**src/rtl/inst_boot_loader_pkg.sv**
```systemverilog
`default_nettype none
// ============================================================================
// Module   : inst_boot_loader_pkg
// Brief    : Shared types, state encoding and helpers for the boot loader.
// Revision : 1.0 - initial release
// ============================================================================
package inst_boot_loader_pkg;

    typedef logic [31:0] inst_t;
    typedef logic [31:0] addr_t;

    typedef logic [2:0] boot_state_t;

    localparam boot_state_t c_ST_IDLE    = 3'd0;
    localparam boot_state_t c_ST_HEADER  = 3'd1;
    localparam boot_state_t c_ST_PAYLOAD = 3'd2;
    localparam boot_state_t c_ST_WRITE   = 3'd3;
    localparam boot_state_t c_ST_DONE    = 3'd4;
    localparam boot_state_t c_ST_ERROR   = 3'd5;

    localparam int c_BOOT_WORD_BYTES = 4;

    // Byte address of word idx; wraps modulo 2^32.
    function automatic addr_t word_addr(input addr_t base, input logic [31:0] idx);
        return base + {idx[29:0], 2'b00};
    endfunction

endpackage
`default_nettype wire

```
**src/rtl/inst_boot_loader_byte_packer.sv**
```systemverilog
`default_nettype none
// ============================================================================
// Module   : inst_boot_loader_byte_packer
// Brief    : Big-endian byte-to-word assembler shared by header and payload.
// Revision : 1.0 - initial release
// ============================================================================
module inst_boot_loader_byte_packer
    import inst_boot_loader_pkg::*;
(
    input  logic        clk,
    input  logic        rst,
    input  logic        clear,
    input  logic        shift_en,
    input  logic [7:0]  data,
    output logic [31:0] word,
    output logic        full
);

    logic [23:0] r_shift;
    logic [1:0]  r_cnt;

    always_ff @(posedge clk) begin
        if (rst || clear) begin
            r_shift <= '0;
            r_cnt   <= '0;
        end else if (shift_en) begin
            r_shift <= {r_shift[15:0], data};
            r_cnt   <= r_cnt + 2'd1;
        end
    end

    // Word as it stands including the byte offered this cycle, so the
    // consumer can act on the 4th byte at the edge that accepts it.
    assign word = {r_shift, data};
    assign full = (r_cnt == 2'(c_BOOT_WORD_BYTES - 1));

endmodule
`default_nettype wire

```
**src/rtl/inst_boot_loader.sv**
```systemverilog
`default_nettype none
// ============================================================================
// Module   : inst_boot_loader
// Brief    : Streams a length-prefixed big-endian image into instruction memory
//            and holds the CPU in reset until the load completes.
// Revision : 1.0 - initial release
// ============================================================================
module inst_boot_loader
    import inst_boot_loader_pkg::*;
#(
    parameter addr_t BASE_ADDR      = 32'h0,
    parameter int    MAX_WORDS      = 1024,
    parameter int    TIMEOUT_CYCLES = 0
)(
    input  logic        clk,
    input  logic        rst,
    input  logic        start,
    input  logic        byte_valid,
    input  logic [7:0]  byte_data,
    output logic        byte_ready,
    output logic [31:0] load_inst,
    output logic [31:0] load_addr,
    output logic        loading_inst,
    output logic        cpu_hold,
    output logic        done,
    output logic        error
);

    localparam int c_IDX_W = $clog2(MAX_WORDS + 1);
    localparam int c_TMR_W = (TIMEOUT_CYCLES > 1) ? $clog2(TIMEOUT_CYCLES) : 1;
    localparam logic [c_TMR_W-1:0] c_TMR_LAST =
        (TIMEOUT_CYCLES > 0) ? c_TMR_W'(TIMEOUT_CYCLES - 1) : '0;

    boot_state_t        r_state;
    boot_state_t        w_state_next;
    logic [31:0]        r_count;
    logic [c_IDX_W-1:0] r_idx;
    logic [c_TMR_W-1:0] r_timer;
    inst_t              r_load_inst;
    addr_t              r_load_addr;

    logic        w_accept;
    logic        w_word_done;
    logic        w_start;
    logic        w_timeout;
    logic        w_last_word;
    logic        w_pk_clear;
    logic [31:0] w_word;
    logic        w_full;

    assign w_accept    = byte_valid && byte_ready;
    assign w_word_done = w_accept && w_full;
    assign w_start     = start && ((r_state == c_ST_IDLE) || (r_state == c_ST_ERROR));
    assign w_last_word = ((32'(r_idx) + 32'd1) == r_count);
    assign w_timeout   = (TIMEOUT_CYCLES != 0) && byte_ready && !w_accept
                         && (r_timer == c_TMR_LAST);
    assign w_pk_clear  = !((r_state == c_ST_HEADER) || (r_state == c_ST_PAYLOAD)
                           || (r_state == c_ST_WRITE));

    inst_boot_loader_byte_packer u_packer (
        .clk      (clk),
        .rst      (rst),
        .clear    (w_pk_clear),
        .shift_en (w_accept),
        .data     (byte_data),
        .word     (w_word),
        .full     (w_full)
    );

    always_ff @(posedge clk) begin
        if (rst) r_state <= c_ST_IDLE;
        else     r_state <= w_state_next;
    end

    always_comb begin
        w_state_next = r_state;
        case (r_state)
            c_ST_IDLE:    if (start) w_state_next = c_ST_HEADER;
            c_ST_HEADER: begin
                if (w_word_done) begin
                    if (w_word == 32'd0)                 w_state_next = c_ST_DONE;
                    else if (w_word > 32'(MAX_WORDS))    w_state_next = c_ST_ERROR;
                    else                                 w_state_next = c_ST_PAYLOAD;
                end else if (w_timeout) begin
                    w_state_next = c_ST_ERROR;
                end
            end
            c_ST_PAYLOAD: begin
                if (w_word_done)    w_state_next = c_ST_WRITE;
                else if (w_timeout) w_state_next = c_ST_ERROR;
            end
            c_ST_WRITE:   w_state_next = w_last_word ? c_ST_DONE : c_ST_PAYLOAD;
            c_ST_DONE:    w_state_next = c_ST_DONE;
            c_ST_ERROR:   if (start) w_state_next = c_ST_HEADER;
            default:      w_state_next = c_ST_IDLE;
        endcase
    end

    always_comb begin
        byte_ready   = 1'b0;
        loading_inst = 1'b0;
        cpu_hold     = 1'b1;
        done         = 1'b0;
        error        = 1'b0;
        case (r_state)
            c_ST_HEADER,
            c_ST_PAYLOAD: byte_ready   = 1'b1;
            c_ST_WRITE:   loading_inst = 1'b1;
            c_ST_DONE: begin
                cpu_hold = 1'b0;
                done     = 1'b1;
            end
            c_ST_ERROR:   error        = 1'b1;
            default:      ;
        endcase
    end

    // The write port values are captured with the 4th byte and then held.
    always_ff @(posedge clk) begin
        if (rst) begin
            r_count     <= '0;
            r_idx       <= '0;
            r_timer     <= '0;
            r_load_inst <= '0;
            r_load_addr <= '0;
        end else begin
            if (w_start) begin
                r_count <= '0;
                r_idx   <= '0;
            end
            if ((r_state == c_ST_HEADER) && w_word_done)
                r_count <= w_word;
            if ((r_state == c_ST_PAYLOAD) && w_word_done) begin
                r_load_inst <= w_word;
                r_load_addr <= word_addr(BASE_ADDR, 32'(r_idx));
            end
            if (r_state == c_ST_WRITE)
                r_idx <= r_idx + c_IDX_W'(1);
            if (w_accept || (w_state_next != r_state))
                r_timer <= '0;
            else if (byte_ready)
                r_timer <= r_timer + c_TMR_W'(1);
        end
    end

    assign load_inst = r_load_inst;
    assign load_addr = r_load_addr;

endmodule
`default_nettype wire

```
**config.mk**
```make
export PLATFORM = sky130hd
export DESIGN_NAME = inst_boot_loader
export DESIGN_NICKNAME = d
export VERILOG_FILES = /design/src/rtl/inst_boot_loader_pkg.sv /design/src/rtl/inst_boot_loader_byte_packer.sv /design/src/rtl/inst_boot_loader.sv
export SDC_FILE = /design/constraint.sdc
export NUM_CORES = 1
export LEC_CHECK = 0
export CORE_ASPECT_RATIO = 2
export CORE_MARGIN = 2
export CORE_UTILIZATION = 45
export DETAILED_ROUTE_END_ITERATION = 10
export PLACE_DENSITY = 0.69
export SLEW_MARGIN = 0
export SYNTH_ARGS = -nofsm -noshare
export SYNTH_HDL_FRONTEND = slang
export SYNTH_HIERARCHICAL = 1
export SYNTH_SLANG_ARGS = --single-unit
```
**constraint.sdc**
```tcl
create_clock -name clk -period 5.38 [get_ports clk]
set_clock_uncertainty 0.1 [all_clocks]
set_input_delay 1.345 -clock clk [delete_from_list [all_inputs] [get_ports clk]]
set_output_delay 1.345 -clock clk [all_outputs]
set_load 0.02 [all_outputs]
```
==> results of run 1 <==
-- cells in the final DEF (no fill, tap or decap), types with 2 or more instances in the layout --
| cell | n |
|---|---|
| dfxtp_1 | 115 |
| or2_2 | 2 |
| xnor2_1 | 10 |
| nand3_1 | 2 |
| xor2_1 | 7 |
| a211oi_1 | 2 |
| clkbuf_8 | 2 |
| nor2_1 | 78 |
| buf_4 | 4 |
| clkbuf_16 | 17 |
| a22oi_1 | 34 |
| conb_1 | 21 |
| nor3_1 | 6 |
| or3_1 | 6 |
| clkinv_2 | 2 |
| mux2i_1 | 25 |
| nor4_1 | 12 |
| bufinv_16 | 4 |
| nor2_4 | 2 |
| o21ai_0 | 11 |
| ha_1 | 2 |
| and3_1 | 4 |
| nand4_1 | 3 |
| nor2b_1 | 2 |
| a21oi_1 | 61 |
| clkinvlp_4 | 3 |
| a31oi_1 | 4 |
| nand4_2 | 2 |
| nor3b_1 | 2 |
| inv_1 | 4 |
| clkinv_4 | 2 |
| clkdlybuf4s50_1 | 58 |
| or4_1 | 2 |
| nand2_1 | 95 |
| nand3b_1 | 2 |
| a21o_1 | 2 |
-- logic make-up after synthesis --
| logic type | count (synthesis) | synth area share |
|---|---|---|
| AND/OR/NAND/NOR | 234 | 0.215 |
| AO/OA/AOI/OAI | 124 | 0.153 |
| flip-flops | 115 | 0.452 |
| buffers and inverters | 75 | 0.0959 |
| multiplexers | 25 | 0.0492 |
| XOR/XNOR | 17 | 0.0293 |
| adder cells (fa/ha/maj) | 2 | 0.00492 |
| other | 1 | 0.000737 |
-- metal layers --
metal	wire length, um	part of all wire	global-route usage
met2	5630	0.47	0.308
met1	5470	0.46	0.275
met5	0	0	0
met4	246	0.021	0.0821
met3	593	0.050	0.0537
-- state kept, by name (all words and copies together), names as in the netlist --
signal and cells:
load_inst 32, r_count 32, u_packer/r_shift 24, load_addr 11
r_idx 11, r_state 3, u_packer/r_cnt 2
-- per-stage QoR --
step	hold slack (ns)	util	total power, W	worst slack [ns]
after global placement	0.342	0.495	0.00119	1.77
after floorplan	0.357	-	0.00118	2.63
after CTS	0.355	0.552	0.00239	1.33
after global routing	0.371	0.552	0.00245	1.03
final	0.350	0.552	0.00238	1.32
after detailed placement	0.348	0.495	0.00120	1.74
-- power breakdown --
part	switching [W]	internal, W
sequential	0.0000327	0.000864
clock	0.000396	0.000800
combinational	0.000181	0.000104
total	0.000610	0.00177
-- worst max-delay path, stage by stage, from the launching register on --
cell	delay, ns
dfxtp_1	0.64
nand3b_1	0.59
inv_1	0.33
clkdlybuf4s50_1	0.65
-- worst max path at each step --
stage / startpoint / end / cells after the start
floorplan: r_state[2] / done / 5
global placement: r_state[0] / loading_inst / 3
detailed placement: byte_valid / load_inst[19] / 6
CTS: r_state[0] / loading_inst / 3
global route: r_state[0] / loading_inst / 3
finish: r_state[0] / loading_inst / 3
-- final cells by class --
class	instances	area (um^2)	share of cell area
clock buffer	20	457	0.0742
clock inverter	12	179	0.0291
inverter	4	15.0	0.00244
multi-input combinational	423	2390	0.388
sequential	115	2300	0.374
tap	142	178	0.0289
timing repair buffer	64	636	0.103
==> flow_metrics.py, run 1 <==
metrics = {
    "status": {
        "outcome": "completed",
    },
    "hold_path": {
        "hold_path_class": "reg2reg",
        "worst_hold_path.endpoint": "load_inst[29]",
        "min-delay-start": "load_inst[29]",
        "min_path_cells": 2,
    },
    "yosys": {
        "synthTopCellsByCount": "dfxtp_1 (115), nand2_1 (95), nor2_1 (78)",
        "yosysUniqueCellTypes": 57,
        "ys_seq_area_frac": 0.452,
        "netlist.area_leader.share": 0.452,
        "yosysMostFrequentCell": "dfxtp_1",
        "async_reset_ff_frac": 0,
        "ys_warn_count": 6,
        "yosys.area.top_type": "dfxtp_1",
        "syn_inst": 593,
        "synth_edf_count": 0,
        "syn_avg_cell_area_um2": 8.58,
        "synth_flop_cell": "dfxtp_1",
        "synth-seq-cells": 115,
        "synth.area.top_cells": "dfxtp_1 (45%), nand2_1 (7.0%), a21oi_1 (6.0%)",
        "synth_area_um2": 5090,
    },
    "cells_and_area": {
        "finalNonFillerCells": 780,
        "nets": 639,
        "area_growth_pct": 20.9,
        "layout-drive-gt1-share": 0.0878,
        "n_fill_cell": 1038,
        "insertedDiodeCount": 0,
        "stdcell_area_um2": 6150,
    },
    "placement": {
        "gpl.final_weighted_congestion": 0.862,
        "portBuffers": 59,
        "place_area_um2": 5520,
        "dp.cells": 748,
        "hpwlAfterDp_um": 7610,
    },
    "critical_path": {
        "r2r-start": "r_state[2]",
        "crit_type": "reg2out",
        "required_ns": 3.93,
        "path_max_fanout": 19,
        "r2r-end": "r_idx[6]",
        "cp.arrival_ns": 2.62,
        "r2r_cells": 5,
        "reg2reg_slack_ns": 2.46,
        "start_kind": "flip-flop",
        "cp-end-kind": "output pin",
    },
    "route": {
        "drcViolationCount": 0,
        "routedWlPerCell_um": 15.3,
        "ant_nets": 0,
        "vias": 4215,
        "drt_iter0_drc": 290,
        "firstDrtPassIters": 7,
        "finalWirelength_um": 11900,
        "routed_via_density": 5.40,
    },
    "sta": {
        "max_slew_margin": 0.241,
        "fmax_mhz": 246,
        "fin_crit_ns": 4.06,
        "drv_slew": 0,
        "min_period_over_period": 0.755,
        "setup_viol": 0,
        "tns_ns": 0,
        "timing_hold_violations_final": 0,
        "worst_pin_slew_ns": 1.13,
        "grt_setup_unrepaired": "no",
    },
    "floorplan": {
        "rows": 55,
        "die_w_um": 79.2,
        "initial_utilization": 0.456,
        "ios": 81,
        "die_height_um": 154,
        "core-area_um2": 11100,
        "die-area_um2": 12200,
    },
    "global_routing": {
        "grt_overflow": 0,
        "grt_pass1_vias": 3861,
        "grt_pass1_wl_um": 19700,
        "grt_max_degree": 91,
        "antenna_found_initial": 0,
        "grt_usage": 0.204,
    },
    "clock_network": {
        "ctsRootBufferMaster": "clkbuf_16",
        "cts_tree": "done",
        "holdBufCountCts": 0,
        "numCtsBuffers": 17,
        "worstSkewPairLatency_ns": 0.41,
        "clkTransAtPathRegs_ns": 0.06,
        "htreeDepth": 4,
        "cts.sinks": 115,
        "clk_path_buf_depth": 2,
        "post_cts_resized": 0,
        "post_cts_buffers": 0,
    },
    "pwr": {
        "power_density_nw_per_um2": 386,
        "power.leakage_nw": 2.16,
        "ir_drop_uv": 288,
    },
    "flow_run": {
        "max-cap-violations": 0,
    },
}
Power figures use the tool's default switching activity.
==> inputs of run 2 (changes only) <==
==> constraint.sdc (replaced) <==
create_clock -name clk -period 3.9 [get_ports clk]
set_clock_uncertainty 0.1 [all_clocks]
set_input_delay 0.975 -clock clk [delete_from_list [all_inputs] [get_ports clk]]
set_output_delay 0.975 -clock clk [all_outputs]
set_load 0.02 [all_outputs]
==> run 2 against run 1 <==
Utilization is 0.52 points lower. Critical endpoint unchanged. Sequential share of layout area is 0.35 points higher. Flip-flop and latch count stayed put. Final area is 0.94% lower. Critical path depth is 1 higher. Largest cell class unchanged. Clock power is 23% higher. Sequential power is 38% higher.
==> flow_metrics.py, run 2 (synthesis results as in run 1) <==
metrics = {
    "clock_network": {
        "clk_path_buf_depth": 2,
        "cts_tree": "done",
        "numCtsBuffers": 17,
        "ctsRootBufferMaster": "clkbuf_16",
        "cts.sinks": 115,
        "post_cts_buffers": 0,
        "holdBufCountCts": 0,
        "post_cts_resized": 0,
        "worstSkewPairLatency_ns": 0.42,
        "clkTransAtPathRegs_ns": 0.05,
        "htreeDepth": 4,
    },
    "critical_path": {
        "crit_path_end": "loading_inst",
        "path_max_fanout": 19,
        "required_ns": 2.82,
        "crit_chain": "nand3b_1 > buf_4 > inv_1 > clkdlybuf4s50_1",
        "start_kind": "flip-flop",
        "critPathTopFamily": "buffers and inverters",
        "worst-path-buf-inv": 3,
        "cp-end-kind": "output pin",
        "cp.depth": 4,
        "r2r-start": "r_idx[0]",
        "r2r_cells": 7,
        "cpPeakStageDelay_ns": 0.67,
        "startpoint": "r_state[2]",
        "reg2reg_slack_ns": 1.39,
        "r2r-end": "r_state[1]",
        "slowest_stage": "dfxtp_1",
        "crit_type": "reg2out",
        "cp.arrival_ns": 2.24,
    },
    "floorplan": {
        "ios": 81,
        "die-area_um2": 12200,
        "core-area_um2": 11100,
        "initial_utilization": 0.456,
        "die_w_um": 79.2,
        "rows": 55,
        "die_height_um": 154,
    },
    "cells_and_area": {
        "ff_latch_area_um2": 2300,
        "n_fill_cell": 1044,
        "area_growth_pct": 19.8,
        "stdcell_area_um2": 6100,
        "multiInputGateArea_um2": 2390,
        "layout-drive-gt1-share": 0.0936,
        "insertedDiodeCount": 0,
        "mostFrequentLayoutCells": "dfxtp_1 (115), nand2_1 (95), nor2_1 (78)",
        "mostFrequentLayoutCell": "dfxtp_1",
        "nets": 642,
    },
    "route": {
        "drt_iter0_drc": 303,
        "drcViolationCount": 0,
        "ant_nets": 0,
        "routed_via_density": 5.31,
        "routedWlPerCell_um": 15.1,
        "firstDrtPassIters": 4,
        "vias": 4158,
        "finalWirelength_um": 11800,
    },
    "flow_run": {
        "max-cap-violations": 0,
    },
    "global_routing": {
        "grt_pass1_wl_um": 19600,
        "grt_pass1_vias": 3906,
        "antenna_found_initial": 0,
        "grt_usage": 0.203,
        "grt_max_degree": 91,
        "grt_overflow": 0,
    },
    "placement": {
        "gpl.final_weighted_congestion": 0.803,
        "hpwlAfterDp_um": 7520,
        "portBuffers": 59,
        "place_area_um2": 5530,
    },
    "sta": {
        "setup_viol": 0,
        "max_slew_margin": 0.369,
        "timing_hold_violations_final": 0,
        "fin_crit_ns": 3.31,
        "fmax_mhz": 302,
        "grt_setup_unrepaired": "no",
        "tns_ns": 0,
        "worst_pin_slew_ns": 0.946,
        "drv_slew": 0,
        "min_period_over_period": 0.849,
    },
    "pwr": {
        "power_density_nw_per_um2": 510,
        "ir_drop_uv": 469,
        "power.leakage_nw": 2.14,
    },
    "hold_path": {
        "hold_path_class": "reg2reg",
    },
    "status": {
        "outcome": "completed",
    },
}
run 2: cell count changes in the layout (fill, tap and decap cells not counted):
cell       previous run  this run
buf_4                 4         8
buf_12                1         0
clkinv_4              2         3
inv_6                 1         4
clkbuf_8              2         1
clkbuf_1              1         0
clkinv_2              2         3
bufinv_16             4         1
run 2: worst reg2reg max path, stage by stage, from the launching register on:
cell and delay (ns):
dfxtp_1 0.52, ha_1 0.35, nand3_2 0.22, nor2_4 0.16, xnor2_1 0.10, or4_1 0.58, a2111oi_4 0.27, a21oi_1 0.10
run 2: per-stage QoR:
step | instances | hold WS [ns] | util | worst slack (ns) | total power, W
after floorplan | 613 | 0.357 | - | 1.52 | 0.00163
after global routing | 783 | 0.370 | 0.547 | 0.459 | 0.00323
after CTS | 783 | 0.354 | 0.547 | 0.601 | 0.00312
final | 783 | 0.350 | 0.547 | 0.589 | 0.00311
after detailed placement | 751 | 0.347 | 0.496 | 0.826 | 0.00166
after global placement | 751 | 0.341 | 0.496 | 0.860 | 0.00166
run 2: final cells by class:
class / count / share of cell area
sequential: 115 / 0.378
multi-input combinational: 423 / 0.392
clock inverter: 14 / 0.0211
timing repair buffer: 67 / 0.106
clock buffer: 18 / 0.0720
inverter: 4 / 0.00246
tap: 142 / 0.0291
run 2: power breakdown:
part	internal, W	total [W]	switching, W
registers	0.00119	0.00124	0.0000441
logic	0.000150	0.000400	0.000251
clock network	0.000897	0.00147	0.000576
total	0.00224	0.00311	0.000871
run 2: metal layers:
| layer | GRT usage | wire, um | vias up | part of all wire |
|---|---|---|---|---|
| met2 | 0.317 | 5700 | 100 | 0.48 |
| met4 | 0.0722 | 212 | 0 | 0.018 |
| met5 | 0 | 0 | - | 0 |
| li1 | - | - | 2059 | - |
| met1 | 0.271 | 5400 | 1984 | 0.46 |
| met3 | 0.0525 | 514 | 15 | 0.043 |
run 2: how the worst min path moves through the flow:
stage / from / cells past startpoint / slack, ns / end
detailed placement: load_addr[3] / 2 / 0.35 / load_addr[3]
floorplan: u_packer/r_shift[18] / 2 / 0.36 / load_inst[26]
CTS: load_addr[3] / 2 / 0.35 / load_addr[3]
global route: load_inst[9] / 2 / 0.37 / load_inst[9]
finish: load_inst[9] / 2 / 0.35 / load_inst[9]
global placement: load_addr[4] / 2 / 0.34 / load_addr[4]
==> edit: new RTL, flow settings as in run 2 <==
Put a register stage on the output `error`, without a reset. The value now appears one clock later. The other outputs are not delayed to match.
--- a/src/rtl/inst_boot_loader.sv
+++ b/src/rtl/inst_boot_loader.sv
@@ -30,6 +30,8 @@
     localparam int c_TMR_W = (TIMEOUT_CYCLES > 1) ? $clog2(TIMEOUT_CYCLES) : 1;
     localparam logic [c_TMR_W-1:0] c_TMR_LAST =
         (TIMEOUT_CYCLES > 0) ? c_TMR_W'(TIMEOUT_CYCLES - 1) : '0;
+
+    logic error_d;
 
     boot_state_t        r_state;
     boot_state_t        w_state_next;
@@ -101,7 +103,7 @@
         loading_inst = 1'b0;
         cpu_hold     = 1'b1;
         done         = 1'b0;
-        error        = 1'b0;
+        error_d      = 1'b0;
         case (r_state)
             c_ST_HEADER,
             c_ST_PAYLOAD: byte_ready   = 1'b1;
@@ -110,7 +112,7 @@
                 cpu_hold = 1'b0;
                 done     = 1'b1;
             end
-            c_ST_ERROR:   error        = 1'b1;
+            c_ST_ERROR:   error_d      = 1'b1;
             default:      ;
         endcase
     end
@@ -146,6 +148,10 @@
     assign load_inst = r_load_inst;
     assign load_addr = r_load_addr;
 
+    always_ff @(posedge clk) begin
+        error <= error_d;
+    end
+
 endmodule
 `default_nettype wire
 
Check against the original RTL: not equivalent (a bounded check fails within 10 cycles, from zero or initial values and one cycle with rst high).
==> edit against run 2 <==
Total power rose by 3.7%; count of clock-buffer cells in the layout rose by 3; sequential cell count rose by 1; cell area rose by 0.62%; global-route usage rose by 1.8 points; setup slack improved by 0.045 ns; die area rose by 0.37%; via count rose by 3.9%; routed wire length rose by 8.9%; synthesized area rose by 0.39%; largest power group unchanged; highest routed layer unchanged.
==> edit: results (changes against run 2) <==
* Hold slack final at 0.3510 ns (was 0.3504 ns)
* Synth area leaders: dfxtp_1 45%, nand2_1 7.0%, a21oi_1 6.0%, nor2_1 5.7%, a22oi_1 5.0% (was dfxtp_1 45%, nand2_1 7.0%, a21oi_1 6.0%, nor2_1 5.8%, a22oi_1 5.0%)
* Initial antenna violation count at 0 (unchanged)
* Slowest stage cell, crit path: dfxtp_1 (unchanged)
* Seq/Total Area, Yosys at 45.46% (was 45.24%)
* Global-route usage over all layers at 22.08% (was 20.30%)
* Met1 wire length at 4.540 mm (was 5.402 mm)
* Via/cell ratio at 5.517 (was 5.310)
* Reg2Reg Setup Slack at 1.31 ns (was 1.39 ns)
* Worst path max stage delay at 0.69 ns (was 0.67 ns)
* Status: finished clean (unchanged)
* Vias in the first global route at 4200 (was 3906)
* Hpwl dp at 8.803 mm (was 7.517 mm)
* Tightest Pin Transition at 0.9747 ns (was 0.9463 ns)
* Max VDD drop at 0.3910 mV (was 0.4693 mV)
* Routed WL per cell at 16.44 microns (was 15.11 microns)
* Num sequential at 116 (was 115)
* Synth Area in Compound Gates at 15.21% (was 15.27%)
* Place WS at 0.8024 ns (was 0.8262 ns)
* Clock slew at reported path FFs at 0.05 ns (about the same)
* Largest fanout on the critical path at 17 (was 19)
* Final clock-cell share at 9.670% (was 9.319%)
* Hold Path Class: reg -> reg (unchanged)
* Worst hold start: load_addr[8] (was load_inst[9])
* Met2 Wirelength at 7.295 mm (was 5.699 mm)
* Leakage at 2.165 nW (was 2.138 nW)
* WL met3 at 476 microns (was 514 microns)
* Layout fillers at 1023 (was 1044)
* Final GP Congestion at 0.9353 (was 0.8029)
* Fraction of area in multi-input gates at 38.92% (was 39.16%)
* XOR/XNOR Fraction of Synth Area at 2.915% (was 2.926%)
* Post-CTS Setup Repair Bufs at 0 (unchanged)
* Comb_multi_in at 423 (unchanged)
* First-pass GRT wire length at 21.00 mm (was 19.60 mm)
* Buffers outside the clock class at 66 (was 67)
* Worst Hold End: load_addr[8] (was load_inst[9])
* Top delay family on crit path: flip-flops (was buffers and inverters)
* Worst-case clock buffer depth at 2 (unchanged)
* Cell area after placement at 0.005540 sq mm (was 0.005528 sq mm)
* DRT iter0 DRCs at 283 (was 303)
* P_sw at 843.6 uW (was 870.9 uW)
* Avg Cell Area, Syn at 8.600 sq um (was 8.581 sq um)
* Final Core Density at 54.68% (about the same)
* DRT Pass-1 Iters at 8 (was 4)
* Root Buffer: clkbuf_16 (unchanged)
* Buffering overhead at 10.40% (was 10.59%)
* Most frequent cells after synthesis: 116 x dfxtp_1, 95 x nand2_1, 78 x nor2_1 (was 115 x dfxtp_1, 95 x nand2_1, 78 x nor2_1)
* Crit path DAT at 2.19 ns (was 2.24 ns)
* CLK BUF at 21 (was 18)
* Mux cell area share after synthesis at 4.898% (was 4.918%)
* Synth warn at 6 (unchanged)
* Max layer used: met4 (unchanged)
* Seq area share at 37.86% (was 37.77%)
* Adder-cell share of the synthesized area at 0.4898% (was 0.4918%)
* Layout cells sized above 1 at 8.892% (was 9.360%)
[edit: power by group through the flow]
stage / registers, mW / logic (mW) / clock network [mW]
finish: 1.25 / 0.407 / 1.57
global route: 1.25 / 0.440 / 1.63
CTS: 1.25 / 0.406 / 1.58
detailed placement: 1.27 / 0.404 / 0
global placement: 1.27 / 0.399 / 0
floorplan: 1.24 / 0.405 / 0
[edit: how the worst max path moves through the flow]
| stage | from | slack, ns | end | cells after the start |
|---|---|---|---|---|
| after global routing | r_state[0] | 0.51 | byte_ready | 3 |
| final | r_state[2] | 0.63 | done | 4 |
| after detailed placement | byte_valid | 0.80 | r_count[0] | 7 |
| after CTS | r_state[2] | 0.62 | done | 4 |
| after floorplan | r_state[2] | 1.52 | done | 5 |
| after global placement | byte_valid | 0.86 | r_count[0] | 7 |
[edit: routing by layer]
metal  GRT usage [%]  up-vias
met1           21.77     2086
li1                -     2062
met3           5.134       37
met5               0        -
met2           40.15      135
met4           14.04        0
